**src/rtl/spi_master_ctrl_if.sv**
```systemverilog
// rtl/spi_master_ctrl_if.sv - host-side request/response bundle for spi_master_ctrl
//
// Signals:
//   start  request strobe (host -> controller)
//   cmd    command byte: 0x01 read, 0x02 write, 0x03 replace
//   wdata  byte shifted to the slave in the data phase
//   busy   controller is not accepting requests
//   done   one-cycle pulse at frame end
//   err    one-cycle pulse when an illegal command is rejected
//   rdata  byte captured from the slave, held until the next done
// Modports: master = host logic, slave = spi_master_ctrl.
interface spi_master_ctrl_if;
  logic       start;
  logic [7:0] cmd;
  logic [7:0] wdata;
  logic       busy;
  logic       done;
  logic       err;
  logic [7:0] rdata;

  modport master (
    output start, cmd, wdata,
    input  busy, done, err, rdata
  );

  modport slave (
    input  start, cmd, wdata,
    output busy, done, err, rdata
  );
endinterface

```
**src/rtl/spi_master_ctrl.sv**
```systemverilog
// rtl/spi_master_ctrl.sv - single-slave SPI frame sequencer (8 cmd bits + 8 data bits)
//
// Ports:
//   clk, rst   system clock shared with the slave; async active-high reset
//   host       spi_master_ctrl_if.slave request/response bundle
//   CS         slave chip select, active low
//   SDI        serial data to the slave, MSB first
//   SDO        serial data from the slave
//   shadow     (SPI_SHADOW_EN) expected slave memory contents
//   mismatch   (SPI_SHADOW_EN) one-cycle pulse when a read disagrees with shadow
// Parameter GAP_CYCLES: cycles CS stays high after a frame before the next request (min 1).
// Optional feature macro: SPI_SHADOW_EN.
module spi_master_ctrl #(
  parameter int GAP_CYCLES = 2
) (
  input  logic clk,
  input  logic rst,
  spi_master_ctrl_if.slave host,
  output logic CS,
  output logic SDI,
  input  logic SDO
`ifdef SPI_SHADOW_EN
  ,
  output logic [7:0] shadow,
  output logic       mismatch
`endif
);

  localparam int GW = (GAP_CYCLES < 2) ? 1 : $clog2(GAP_CYCLES);
  localparam logic [GW-1:0] GAP_LAST = GW'(GAP_CYCLES - 1);

  typedef enum logic [1:0] {IDLE, CMD, DATA, GAP} state_t;

  state_t        state, state_d;
  // Remaining frame bits after the one currently on SDI; bit 14 is always next.
  logic [14:0]   tx, tx_d;
  logic [2:0]    bit_cnt, bit_cnt_d;
  logic [GW-1:0] gap_cnt, gap_cnt_d;
  logic          cs_d, sdi_d, busy_d, done_d, err_d;
  logic [7:0]    rdata_d;
  logic          cmd_ok;

`ifdef SPI_SHADOW_EN
  logic [7:0] cmd_q, cmd_q_d, wdata_q, wdata_q_d, shadow_d;
  logic       mismatch_d;
`endif

  assign cmd_ok = (host.cmd == 8'h01) || (host.cmd == 8'h02) || (host.cmd == 8'h03);

  always_ff @(posedge clk or posedge rst) begin
    if (rst) begin
      state      <= IDLE;
      tx         <= '0;
      bit_cnt    <= '0;
      gap_cnt    <= '0;
      CS         <= 1'b1;
      SDI        <= 1'b0;
      host.busy  <= 1'b0;
      host.done  <= 1'b0;
      host.err   <= 1'b0;
      host.rdata <= 8'h00;
`ifdef SPI_SHADOW_EN
      cmd_q      <= 8'h00;
      wdata_q    <= 8'h00;
      shadow     <= 8'hC8;
      mismatch   <= 1'b0;
`endif
    end else begin
      state      <= state_d;
      tx         <= tx_d;
      bit_cnt    <= bit_cnt_d;
      gap_cnt    <= gap_cnt_d;
      CS         <= cs_d;
      SDI        <= sdi_d;
      host.busy  <= busy_d;
      host.done  <= done_d;
      host.err   <= err_d;
      host.rdata <= rdata_d;
`ifdef SPI_SHADOW_EN
      cmd_q      <= cmd_q_d;
      wdata_q    <= wdata_q_d;
      shadow     <= shadow_d;
      mismatch   <= mismatch_d;
`endif
    end
  end

  always_comb begin
    state_d   = state;
    tx_d      = tx;
    bit_cnt_d = bit_cnt;
    gap_cnt_d = gap_cnt;
    cs_d      = CS;
    sdi_d     = SDI;
    busy_d    = host.busy;
    done_d    = 1'b0;
    err_d     = 1'b0;
    rdata_d   = host.rdata;
`ifdef SPI_SHADOW_EN
    cmd_q_d    = cmd_q;
    wdata_q_d  = wdata_q;
    shadow_d   = shadow;
    mismatch_d = 1'b0;
`endif

    case (state)
      IDLE: begin
        if (host.start) begin
          if (cmd_ok) begin
            state_d   = CMD;
            sdi_d     = host.cmd[7];
            tx_d      = {host.cmd[6:0], host.wdata};
            cs_d      = 1'b0;
            busy_d    = 1'b1;
            bit_cnt_d = '0;
`ifdef SPI_SHADOW_EN
            cmd_q_d   = host.cmd;
            wdata_q_d = host.wdata;
`endif
          end else begin
            err_d = 1'b1;
          end
        end
      end

      CMD: begin
        // Slave samples the current bit on this edge; present the next one.
        sdi_d     = tx[14];
        tx_d      = {tx[13:0], 1'b0};
        bit_cnt_d = bit_cnt + 3'd1;
        if (bit_cnt == 3'd7) state_d = DATA;
      end

      DATA: begin
        sdi_d     = tx[14];
        tx_d      = {tx[13:0], 1'b0};
        rdata_d   = {host.rdata[6:0], SDO};
        bit_cnt_d = bit_cnt + 3'd1;
        if (bit_cnt == 3'd7) begin
          // 16th edge: the frame is complete, CS may now rise.
          state_d   = GAP;
          cs_d      = 1'b1;
          sdi_d     = 1'b0;
          done_d    = 1'b1;
          gap_cnt_d = '0;
`ifdef SPI_SHADOW_EN
          if (cmd_q == 8'h01) mismatch_d = ({host.rdata[6:0], SDO} != shadow);
          else                shadow_d   = wdata_q;
`endif
        end
      end

      GAP: begin
        if (gap_cnt == GAP_LAST) begin
          state_d = IDLE;
          busy_d  = 1'b0;
        end else begin
          gap_cnt_d = gap_cnt + 1'b1;
        end
      end

      default: state_d = IDLE;
    endcase
  end

endmodule

```
**src/flat_wrapper.sv**
```systemverilog
// flat-port wrapper written by rule: the top's interface ports become plain ports
module spi_master_ctrl_flat 
#(
  parameter int GAP_CYCLES = 2
)
  (clk, rst, CS, SDI, SDO, host_start, host_cmd, host_wdata, host_busy, host_done, host_err, host_rdata);
  spi_master_ctrl_if host_i ();
  input  logic clk;
  input  logic rst;
  output logic CS;
  output logic SDI;
  input  logic SDO;
  input wire logic [$bits(host_i.start)-1:0] host_start;
  input wire logic [$bits(host_i.cmd)-1:0] host_cmd;
  input wire logic [$bits(host_i.wdata)-1:0] host_wdata;
  output wire logic [$bits(host_i.busy)-1:0] host_busy;
  output wire logic [$bits(host_i.done)-1:0] host_done;
  output wire logic [$bits(host_i.err)-1:0] host_err;
  output wire logic [$bits(host_i.rdata)-1:0] host_rdata;
  assign host_i.start = host_start;
  assign host_i.cmd = host_cmd;
  assign host_i.wdata = host_wdata;
  assign host_busy = host_i.busy;
  assign host_done = host_i.done;
  assign host_err = host_i.err;
  assign host_rdata = host_i.rdata;
  spi_master_ctrl #(.GAP_CYCLES(GAP_CYCLES)) u_core (.clk(clk), .rst(rst), .host(host_i), .CS(CS), .SDI(SDI), .SDO(SDO));
endmodule
```
**config.mk**
```make
export PLATFORM = sky130hd
export DESIGN_NAME = spi_master_ctrl_flat
export DESIGN_NICKNAME = d
export VERILOG_FILES = /design/src/rtl/spi_master_ctrl_if.sv /design/src/rtl/spi_master_ctrl.sv /design/src/flat_wrapper.sv
export SDC_FILE = /design/constraint.sdc
export NUM_CORES = 1
export LEC_CHECK = 0
export CAP_MARGIN = 20
export CORE_AREA = 2 2 64 66
export CTS_CLUSTER_SIZE = 14
export DETAILED_ROUTE_END_ITERATION = 8
export DIE_AREA = 0 0 66 68
export GPL_ROUTABILITY_DRIVEN = 0
export GPL_TIMING_DRIVEN = 0
export PLACE_DENSITY = 0.7
export SLEW_MARGIN = 20
export SYNTH_ARGS = -nofsm -noshare
export SYNTH_HDL_FRONTEND = slang
export SYNTH_SLANG_ARGS = --single-unit
```
**constraint.sdc**
```tcl
create_clock -name clk -period 2.1 [get_ports clk]
set_input_delay 0.315 -clock clk [delete_from_list [all_inputs] [get_ports clk]]
set_output_delay 0.315 -clock clk [all_outputs]
set_load 0.05 [all_outputs]
```
### After elaboration in Yosys (flattened, before gate mapping)

Index checks and enable logic that the tools add are counted.

* logic and storage cells: 71
* output and inout bits: 13
* register bits: 34
* bits of input ports: 20

* multiplexer cells: 32
* reduce and logical (&&, ||, !) cells: 15
* add/sub/neg operators: 2
* equality and inequality tests: 12

Operators by type and width (number)
* 15-bit 2-to-1 mux: 2
* 15-bit one-hot mux with 2 select lines: 1
* 8-bit by 2-bit == test with 1-bit output, second input constant: 2
* 1-bit 2-to-1 mux: 16
* 2-bit 2-to-1 mux: 5
* 8-bit by 1-bit == test with 1-bit output, second input constant: 1
* 2-bit by 1-bit != test with 1-bit output, second input constant: 4
* 2-bit one-hot mux with 4 select lines: 1
* 4-bit AND reduction: 2
* 2-bit nonzero test: 4
* 3-bit 2-to-1 mux: 2
* 1-bit one-hot mux with 2 select lines: 3
* 3-bit one-hot mux with 2 select lines: 1
* 3-bit AND reduction: 2
* 5-bit AND reduction: 1
* 2-bit == test, second input constant: 2
* 3-bit by 1-bit adder with 3-bit output, second input constant: 1
* 3-bit == test, second input constant: 1
* 1-bit one-hot mux with 3 select lines: 1
* 3-bit nonzero test: 1
* 2-bit by 1-bit == test with 1-bit output, second input constant: 1
* 2-bit zero test: 1
* 1-bit logical OR: 2
* 2-bit != test, second input constant: 1
* other kinds (3): 3

### Longest topological paths before layout

Gate-level depths: netlist of the first run.

* depth after elaboration: 6
* gate-level depth with buffers: 8

### Worst setup path before layout of the first run

OpenSTA, ideal clock, no wires.

* path type: register to register
* start point: reg u_core.state[0]
* end point: reg u_core.tx[5]
* setup slack: 123 ps
* cell stages (with the launch flop): 9
* path buffers: 2
* data arrival time: 1854 ps
* period minus slack after synthesis: 1977 ps
* data required time: 1977 ps
* setup time: 123 ps
* cell sequence: dfrtp_1 inv_1 ha_1 buf_1 nand2_1 o41ai_4 buf_6 nand2_1 o221a_2

* word-level cells in the longest chain between the ends: 4

RTL lines
* from (decl): line spi_master_ctrl.sv:34 `state_t state, state_d;`
* from (signal assigned): line spi_master_ctrl.sv:69 `state <= state_d;`
* 2-bit by 1-bit == test with 1-bit output or 2-bit == test (tied branches): line spi_master_ctrl.sv:106 `case (state)`
* 2-bit OR reduction (no line)
* 2-bit nonzero test (no line)
* 3-bit AND reduction (no line)
* to (signal assigned): line spi_master_ctrl.sv:70 `tx <= tx_d;`
* to (decl): line spi_master_ctrl.sv:36 `logic [14:0] tx, tx_d;`

Several ways; a longest one is shown, not always the timed one.
A chain may end at the register's enable or synchronous reset.

### Worst setup path in the final report of the first run

Ends and elaborated chain as after synthesis.

==> results of run 1 <==
==> critical path: stages, from the launching register on <==
cell and delay, ns:
dfrtp_1 0.42, inv_1 0.09, ha_2 0.45, nand2_1 0.12, o41ai_4 0.39, buf_6 0.20
nand2_1 0.07, o221a_2 0.12
==> per-stage QoR <==
stage	worst slack [ns]	std cells
floorplan	0.123	132
global placement	-0.308	213
detailed placement	-0.321	213
CTS	0.0372	225
global route	0.000906	226
finish	0.132	226
==> power by group through the flow <==
stage / logic, mW / registers, mW / clock network, mW
after global placement: 1.85 / 1.05 / 0
after floorplan: 1.09 / 1.39 / 0
final: 2.05 / 1.06 / 0.484
after detailed placement: 1.92 / 1.07 / 0
after global routing: 2.21 / 1.09 / 0.525
after CTS: 2.03 / 1.06 / 0.499
==> worst max path at each step <==
stage                    startpoint         endpoint  slack, ns  cells past startpoint
floorplan           u_core.state[0]     u_core.tx[5]       0.12                      8
global placement        host_cmd[5]  u_core.state[1]      -0.31                      5
detailed placement      host_cmd[5]  u_core.state[1]      -0.32                      5
CTS                     host_cmd[3]  u_core.state[1]       0.04                      6
global route        u_core.state[1]     u_core.tx[3]     0.0009                      7
finish              u_core.state[0]     u_core.tx[5]       0.13                      7
==> sequential cells by signal (all words and copies together) (netlist names), 2 cells and up <==
| register | count |
|---|---|
| u_core.tx | 15 |
| u_core.host.rdata | 8 |
| u_core.bit_cnt | 3 |
| u_core.state | 2 |
==> cell usage after synthesis <==
| cell | number | area, µm² |
|---|---|---|
| nand3_1 | 1 | 5.00 |
| buf_1 | 2 | 7.51 |
| buf_6 | 1 | 11.3 |
| o21ai_2 | 2 | 17.5 |
| mux2i_1 | 1 | 10.0 |
| a21oi_1 | 4 | 20.0 |
| inv_1 | 13 | 48.8 |
| ha_1 | 7 | 87.6 |
| nor3_2 | 1 | 10.0 |
| a22o_1 | 7 | 61.3 |
| nand4b_1 | 1 | 8.76 |
| or2_1 | 1 | 6.26 |
| o22ai_1 | 3 | 18.8 |
| o21ai_0 | 3 | 15.0 |
| nand3b_1 | 1 | 7.51 |
| a41oi_1 | 1 | 8.76 |
| nor2_1 | 6 | 22.5 |
| nand2_1 | 5 | 18.8 |
| clkbuf_1 | 2 | 7.51 |
| o41ai_4 | 2 | 55.1 |
| o221a_2 | 5 | 56.3 |
| nand2b_1 | 6 | 37.5 |
| dfrtp_1 | 33 | 826 |
| dfstp_2 | 1 | 26.3 |
| and2b_1 | 1 | 7.51 |
| or4_4 | 1 | 11.3 |
| a22oi_1 | 4 | 30.0 |
| o41ai_1 | 1 | 8.76 |
| a21o_1 | 1 | 7.51 |
| o32a_1 | 1 | 10.0 |
| o21a_4 | 1 | 15.0 |
| mux2_2 | 11 | 124 |
| a32o_1 | 1 | 10.0 |
| nor4_1 | 1 | 6.26 |
==> layout make-up <==
| type | instances | share of cell area |
|---|---|---|
| sequential | 34 | 0.398 |
| multi-input combinational | 80 | 0.331 |
| timing repair buffer | 37 | 0.165 |
| tap | 50 | 0.0292 |
| inverter | 13 | 0.0228 |
| clock inverter | 1 | 0.00234 |
| buffer | 4 | 0.0111 |
| clock buffer | 7 | 0.0403 |
==> cell usage in the layout, fill, tap and decap left out, types with 2 or more instances in the layout <==
master,instances
nand2_1,5
nor2_1,6
clkbuf_8,6
dfrtp_1,33
o21ai_2,2
a22o_1,7
o22ai_1,3
ha_1,6
a21oi_1,4
dlygate4sd2_1,2
o221a_2,5
inv_1,12
buf_4,6
clkdlybuf4s50_1,29
mux2_2,10
o21ai_0,3
nand2b_1,6
o41ai_4,2
clkbuf_1,2
a22oi_1,4
==> what timing repair did <==
| action | CTS | global route |
|---|---|---|
| hold buffers | 0 | 0 |
| setup endpoints to repair | 18 | 12 |
| gates resized for setup | 5 | 1 |
| pin swaps | 3 | 1 |
| setup buffers | 5 | 1 |
==> cell families (layout without fill, tap and decap cells) <==
group / count (synthesis) / count (layout) / share of synthesized area
fa+ha+maj: 7 / 7 / 0.0539
simple gates: 25 / 25 / 0.0871
mux: 12 / 12 / 0.0824
flops: 34 / 34 / 0.525
compound gates: 36 / 36 / 0.206
buf+inv: 18 / 62 / 0.0462
==> metal layers <==
metal,track usage,vias up,routed length (µm)
li1,-,564,-
met1,0.212,602,1480
met2,0.265,35,1770
met3,0.0691,2,213
met4,0.0536,0,18
met5,0,-,0
==> impl_metrics.env, run 1 <==
export IMPL_coreArea_um2=3860
export IMPL_wire_per_inst_um=15.4
export IMPL_finalWirelength_mm=3.47
export IMPL_cp_max_fo=10
export IMPL_crit_required_ns=2.27
export IMPL_rsz0062_at_grt="no"
export IMPL_powerDensity_nw_per_um2=1680
export IMPL_synth_yosys_warnings=0
export IMPL_clock_latency_ns=0.28
export IMPL_max_cap_violations=0
export IMPL_grt_pass1_wl_mm=5.54
export IMPL_hpwl_mm=2.48
export IMPL_synth_nets=159
export IMPL_antenna_found_initial=0
export IMPL_num_vias=1203
export IMPL_root_buffer="clkbuf_8"
export IMPL_regArea_um2=852
export IMPL_cp_start_kind="flip-flop"
export IMPL_syn_inst=132
export IMPL_holdCritStartpoint="host_start"
export IMPL_fin_skew_ns=0.00510
export IMPL_h_tree_depth=2
export IMPL_placed_area_um2=2000
export IMPL_nFillCells=344
export IMPL_die_area_um2=4490
export IMPL_rr_worst_depth=7
export IMPL_io_pins=33
export IMPL_total_power_mw=3.60
export IMPL_swShare=0.411
export IMPL_multi_input_area_um2=709
export IMPL_grt_overflow=0
export IMPL_fin_crit_ns=1.97
export IMPL_setup_viol=0
export IMPL_diodes=0
export IMPL_min_path_cells=3
export IMPL_r2r_start="u_core.state[0]"
export IMPL_vias_per_cell=5.32
export IMPL_grt_usage=0.168
export IMPL_power_frac_clock=0.134
export IMPL_hold_path_end="u_core.host.err"
export IMPL_r2r_end="u_core.tx[5]"
export IMPL_ys_types=34
export IMPL_min_path_type="input port to flip-flop"
export IMPL_grt_pass1_vias=1202
export IMPL_hold_violations=0
export IMPL_worstMarginPinSlew_ns=0.696
export IMPL_grt_max_degree=35
export IMPL_worstSetupPathType="flip-flop to flip-flop"
export IMPL_p_seq_frac=0.295
export IMPL_clock_sinks=34
export IMPL_fin_util=0.555
export IMPL_fin_setup_tns_ns=0
export IMPL_cts_tree="done"
export IMPL_synth_seq_cells=34
export IMPL_leakage_nw=0.909
export IMPL_drc=0
export IMPL_fp_dieW_um=66
export IMPL_area_delta_synth_final_pct=31.8
export IMPL_final_layout_size_suffix_gt1_frac=0.239
export IMPL_drt_initial_drc_count=81
export IMPL_first_pass_iters=4
export IMPL_worstPathArrival_ns=2.14
export IMPL_critPathCaptureType="flip-flop"
export IMPL_cts_inserted_buffers=5
export IMPL_hold_slack_ns=0.429
export IMPL_peakVddDrop_v=0.000989
export IMPL_clk_pin_slew_ns=0.06
export IMPL_p_comb_frac=0.570
export IMPL_status="finished clean"
export IMPL_nets=202
export IMPL_max_slew_margin_rel=0.535
export IMPL_fin_area_um2=2140
export IMPL_period_share=0.937
export IMPL_die_h_um=68
export IMPL_rows=23
export IMPL_initial_utilization=0.421
export IMPL_drt_antenna_violating_nets=0
export IMPL_clock_path_buffers=2
export IMPL_ys_seq_area_frac=0.525
export IMPL_syn_avg_cell_area_um2=12.3
export IMPL_net_switching_power_mw=1.48
export IMPL_p_int_mw=2.12
export IMPL_fmax_mhz=508
export IMPL_rrSetupSlack_ns=0.13
export IMPL_numPortBuffers=31
export IMPL_slew_viol_final=0
export IMPL_synth_area_um2=1620
Power figures use the tool's default switching activity.
==> inputs of run 2 (changes only) <==
--- a/config.mk
+++ b/config.mk
@@ -13,6 +13,7 @@
 export GPL_ROUTABILITY_DRIVEN = 0
 export GPL_TIMING_DRIVEN = 0
 export PLACE_DENSITY = 0.7
+export RECOVER_POWER = 25
 export SLEW_MARGIN = 20
 export SYNTH_ARGS = -nofsm -noshare
 export SYNTH_HDL_FRONTEND = slang
==> constraint.sdc (replaced) <==
create_clock -name clk -period 1.7 [get_ports clk]
set_input_delay 0.255 -clock clk [delete_from_list [all_inputs] [get_ports clk]]
set_output_delay 0.255 -clock clk [all_outputs]
set_load 0.05 [all_outputs]
==> run 2 against run 1 <==
Against the previous run:
- highest routed layer unchanged
- the run now ends with setup timing left
- sequential power up 23%
- wire length up 22%
- combinational power up 58%
==> impl_metrics.env, run 2 (synthesis gave the netlist of run 1 again) <==
export IMPL_grt_usage=0.190
export IMPL_area_delta_synth_final_pct=49.2
export IMPL_clock_path_buffers=2
export IMPL_antenna_found_initial=0
export IMPL_rows=23
export IMPL_final_cells=246
export IMPL_max_cap_violations=0
export IMPL_failed_checks="setup timing"
export IMPL_worstSetupPathType="input port to flip-flop"
export IMPL_crit_required_ns=1.87
export IMPL_fmax_mhz=570
export IMPL_slowest_stage="or4_4"
export IMPL_finalWorstSetupSlack_ns=-0.0541
export IMPL_cp_max_fo=4
export IMPL_cts_tree="done"
export IMPL_grt_overflow=0
export IMPL_fin_skew_ns=0.0116
export IMPL_dp_cells=213
export IMPL_min_path_type="input port to flip-flop"
export IMPL_setup_viol=11
export IMPL_fp_dieW_um=66
export IMPL_nets=222
export IMPL_status="finished, violations left"
export IMPL_final_cell_mix="dfrtp_1, buf_4, clkdlybuf4s50_1, dlygate4sd2_1, inv_1"
export IMPL_numPortBuffers=31
export IMPL_clock_sinks=34
export IMPL_cp_start_kind="input port"
export IMPL_largestRegisters="u_core.tx x15, u_core.host.rdata x8, u_core.bit_cnt x3"
export IMPL_critPathBufInv=2
export IMPL_multi_input_area_um2=798
export IMPL_final_layout_size_suffix_gt1_frac=0.393
export IMPL_initial_utilization=0.421
export IMPL_drc=0
export IMPL_root_buffer="clkbuf_8"
export IMPL_die_area_um2=4490
export IMPL_grt_pass1_vias=1362
export IMPL_vias_per_cell=5.30
export IMPL_diodes=0
export IMPL_fin_crit_ns=1.75
export IMPL_worstMarginPinSlew_ns=1.28
export IMPL_finalWirelength_mm=4.24
export IMPL_wire_per_inst_um=17.3
export IMPL_nFillCells=322
export IMPL_slew_viol_final=0
export IMPL_critPathCaptureType="flip-flop"
export IMPL_clk_pin_slew_ns=0.08
export IMPL_largest_register_ffs=15
export IMPL_io_pins=33
export IMPL_regArea_um2=852
export IMPL_layout_commonest_cell="dfrtp_1"
export IMPL_first_pass_iters=4
export IMPL_top_register="u_core.tx"
export IMPL_cp_top_family="simple AND/OR/NAND/NOR gates"
export IMPL_num_vias=1303
export IMPL_clock_latency_ns=0.29
export IMPL_cpPeakStageDelay_ns=0.57
export IMPL_hold_violations=0
export IMPL_hpwl_mm=2.42
export IMPL_drt_antenna_violating_nets=0
export IMPL_rsz0062_at_grt="yes"
export IMPL_fin_area_um2=2420
export IMPL_leakage_nw=1.09
export IMPL_max_slew_margin_rel=0.147
export IMPL_cts_inserted_buffers=5
export IMPL_crit_chain="buf_6 > or4_4 > o41ai_4 > buf_4 > and2b_1 > mux2_4"
export IMPL_grt_max_degree=35
export IMPL_h_tree_depth=2
export IMPL_coreArea_um2=3860
export IMPL_period_share=1.03
export IMPL_powerDensity_nw_per_um2=2240
export IMPL_drt_initial_drc_count=73
export IMPL_worstPathArrival_ns=1.92
export IMPL_die_h_um=68
export IMPL_grt_pass1_wl_mm=6.32
export IMPL_placed_area_um2=2020
export IMPL_peakVddDrop_v=0.00129
-- run 2: per-layer routing --
layer	up-vias	global-route usage	share of wire
met5	-	0	0
met4	0	0.0740	0.015
met3	7	0.0510	0.044
met2	32	0.343	0.53
met1	659	0.215	0.41
li1	605	-	-
-- run 2: what timing repair did --
item	CTS	global route
hold buffers	0	0
setup endpoints to repair	41	27
endpoints found under the hold margin	0	0
cloned	0	3
setup buffers	18	6
resized for setup	39	14
pin swaps	5	16
-- run 2: layout make-up --
class / instances / share of cell area
buffer: 5 / 0.0186
multi-input combinational: 81 / 0.329
clock inverter: 3 / 0.0284
tap: 50 / 0.0258
timing repair buffer: 55 / 0.198
inverter: 13 / 0.0201
sequential: 34 / 0.352
clock buffer: 5 / 0.0284
-- run 2: per-stage QoR --
step | power (mW) | TNS, ns | util | hold slack, ns | setup slack [ns]
floorplan | 3.14 | -0.610 | - | 0.374 | -0.125
global placement | 3.66 | -13.93 | 0.523 | 0.485 | -0.676
detailed placement | 3.77 | -13.49 | 0.523 | 0.477 | -0.706
CTS | 5.04 | -0.0305 | 0.603 | 0.375 | -0.0255
global route | 5.74 | -1.35 | 0.628 | 0.444 | -0.117
finish | 5.43 | -0.266 | 0.628 | 0.405 | -0.0541
-- run 2: worst paths after layout --
check	startpoint	endpoint	slack (ns)	cells past startpoint
worst max-delay path	host_cmd[3]	u_core.state[1]	-0.05	6
worst min-delay path	host_start	u_core.host.err	0.40	3
worst max register to register	u_core.state[1]	u_core.tx[6]	-0.03	8
worst min register to register	u_core.host.rdata[7]	u_core.host.rdata[7]	0.51	1
max in group asynchronous	rst	u_core.host.rdata[7]	0.31	2
min in group asynchronous	rst	u_core.tx[6]	0.62	2
-- run 2: report_power, final --
part | leakage, nW | total (mW) | internal, mW | switching (mW)
logic | 0.611 | 3.23 | 1.58 | 1.66
registers | 0.415 | 1.30 | 1.12 | 0.184
clock network | 0.0683 | 0.902 | 0.588 | 0.315
total | 1.09 | 5.43 | 3.28 | 2.15
-- run 2: worst reg2reg max path, delay by kind of cell, from the launching register on --
family / cells / cell delay, ns
DFF: 1 / 0.38
buffers and inverters: 3 / 0.39
adders and majority gates: 1 / 0.26
and+or+nand+nor: 2 / 0.11
AOI/OAI and AO/OA: 2 / 0.49
==> inputs of run 3 (changes only) <==
--- a/config.mk
+++ b/config.mk
@@ -6,12 +6,14 @@
 export NUM_CORES = 1
 export LEC_CHECK = 0
 export CAP_MARGIN = 20
-export CORE_AREA = 2 2 64 66
+export CORE_AREA = 2 2 58 60
 export CTS_CLUSTER_SIZE = 14
 export DETAILED_ROUTE_END_ITERATION = 8
-export DIE_AREA = 0 0 66 68
+export DIE_AREA = 0 0 60 62
+export DONT_BUFFER_PORTS = 1
 export GPL_ROUTABILITY_DRIVEN = 0
 export GPL_TIMING_DRIVEN = 0
+export HOLD_SLACK_MARGIN = 0.08
 export PLACE_DENSITY = 0.7
 export RECOVER_POWER = 25
 export SLEW_MARGIN = 20
==> run 3 against run 2 <==
Against the previous run:
- sequential power up 35%
- die area decreased by 17%
- wire length decreased by 18%
- the flow still finishes with violations (setup timing)
- largest power group unchanged
- clock power decreased by 48%
- critical path depth grew 1
==> impl_metrics.env, run 3 (synthesis gave the netlist of run 1 again) <==
export IMPL_status="finished, violations left"
export IMPL_failed_checks="setup timing"
export IMPL_critPathCaptureType="flip-flop"
export IMPL_met1_usage=0.243
export IMPL_hold_violations=0
export IMPL_hpwl_mm=2.15
export IMPL_net_switching_power_mw=1.97
export IMPL_grt_pass1_vias=1157
export IMPL_final_layout_size_suffix_gt1_frac=0.364
export IMPL_power_frac_clock=0.104
export IMPL_total_power_mw=4.51
export IMPL_swShare=0.436
export IMPL_max_cap_violations=0
export IMPL_rows=21
export IMPL_clock_latency_ns=0.33
export IMPL_diodes=0
export IMPL_layout_commonest_cell="dfrtp_1"
export IMPL_first_pass_iters=4
export IMPL_finalWirelength_mm=3.49
export IMPL_period_share=1.06
export IMPL_crit_required_ns=1.93
export IMPL_setup_viol=10
export IMPL_cts_tree="done"
export IMPL_slew_viol_final=0
export IMPL_p_seq_frac=0.390
export IMPL_fin_skew_ns=0.00982
export IMPL_h_tree_depth=2
export IMPL_nets=188
export IMPL_min_path_type="input port to flip-flop"
export IMPL_coreArea_um2=3180
export IMPL_p_comb_frac=0.507
export IMPL_clock_path_buffers=2
export IMPL_wire_per_inst_um=16.8
export IMPL_grt_overflow=0
export IMPL_finalWorstSetupSlack_ns=-0.0980
export IMPL_rsz0062_at_grt="yes"
export IMPL_worstMarginPinSlew_ns=1.27
export IMPL_io_pins=33
export IMPL_placed_area_um2=1700
export IMPL_grt_util_met3=0.0745
export IMPL_root_buffer="clkbuf_4"
export IMPL_max_slew_margin_rel=0.150
export IMPL_p_int_mw=2.55
export IMPL_peakVddDrop_v=0.00120
export IMPL_clk_pin_slew_ns=0.10
export IMPL_vias_per_cell=5.57
export IMPL_grt_max_degree=35
export IMPL_die_h_um=62
export IMPL_pre_cts_ws_ns=-0.320
export IMPL_leakage_nw=0.861
export IMPL_clock_sinks=34
export IMPL_antenna_found_initial=0
export IMPL_die_area_um2=3720
export IMPL_final_cell_mix="dfrtp_1, buf_4, inv_1, mux2_2, dlygate4sd3_1"
export IMPL_fmax_mhz=556
export IMPL_powerDensity_nw_per_um2=2240
export IMPL_final_cells=208
export IMPL_worstPathArrival_ns=2.02
export IMPL_cp_max_fo=4
export IMPL_grt_pass1_wl_mm=5.28
export IMPL_cts_inserted_buffers=5
export IMPL_initial_utilization=0.511
export IMPL_busiest_layer="met2"
export IMPL_largestRegisters="u_core.tx x15, u_core.host.rdata x8, u_core.bit_cnt x3"
export IMPL_worstSetupPathType="flip-flop to flip-flop"
export IMPL_cp_start_kind="flip-flop"
export IMPL_drt_antenna_violating_nets=0
export IMPL_largest_register_ffs=15
export IMPL_area_delta_synth_final_pct=24.2
export IMPL_grt_usage=0.195
export IMPL_drt_initial_drc_count=41
export IMPL_fin_area_um2=2020
export IMPL_top_register="u_core.tx"
export IMPL_numPortBuffers=0
export IMPL_fin_crit_ns=1.80
export IMPL_fp_dieW_um=60
export IMPL_drc=0
export IMPL_num_vias=1159
export IMPL_dp_cells=178
export IMPL_grt_use_met2=0.312
run 3: power by group through the flow:
stage | logic [mW] | registers [mW] | clock network [mW]
detailed placement | 1.67 | 1.79 | 0
finish | 2.29 | 1.76 | 0.467
CTS | 1.97 | 1.75 | 0.474
floorplan | 1.41 | 1.72 | 0
global placement | 1.61 | 1.77 | 0
global route | 2.47 | 1.79 | 0.518
run 3: timing repair:
item | in CTS | in global routing
cloned | 1 | 0
gates resized for setup | 3 | 17
pin swaps | 1 | 7
endpoints found under the hold margin | 38 | 4
buffers inserted | 8 | 4
endpoints found under the setup margin | 19 | 25
hold buffers | 6 | 4
run 3: layer usage:
metal	routed length [µm]	part of all wire	vias up
met1	1490	0.43	584
met2	1780	0.51	30
li1	-	-	539
met3	174	0.050	6
met5	0	0	-
met4	39	0.011	0
run 3: layout make-up:
cell class              count  area, µm²
fillers                   252       1160
flip-flops and latches     34        852
multi-input cells          80        777
repair buffers             23        198
clock buffers               8       58.8
well taps                  46       57.6
inverters                  13       48.8
plain buffers               4       25.0
run 3: final timing paths:
path,start,endpoint,slack [ns],cells after the start
setup / recovery,u_core.state[0],u_core.state[1],-0.1,7
hold / removal,host_wdata[7],u_core.tx[7],0.11,1
setup reg to reg,u_core.state[0],u_core.state[1],-0.1,7
hold reg to reg,u_core.tx[12],u_core.tx[13],0.51,1
max in group asynchronous,rst,u_core.tx[14],0.22,2
min in group asynchronous,rst,u_core.tx[0],0.71,2
run 3: stage by stage:
stage / utilization / TNS (ns) / hold slack, ns
2_1_floorplan: - / -0.610 / 0.374
3_3_place_gp: 0.536 / -3.61 / 0.379
3_5_place_dp: 0.536 / -4.53 / 0.287
4_1_cts: 0.599 / 0 / 0.0946
5_1_grt: 0.634 / -1.00 / 0.0799
6_report: 0.634 / -0.310 / 0.107
run 3: critical path, cell delays in order, from the launching register on:
cell     delay [ns]
dfrtp_1        0.41
buf_4          0.14
buf_4          0.14
ha_2           0.20
nor2_2         0.14
o22ai_2        0.09
and2b_1        0.25
mux2_2         0.34
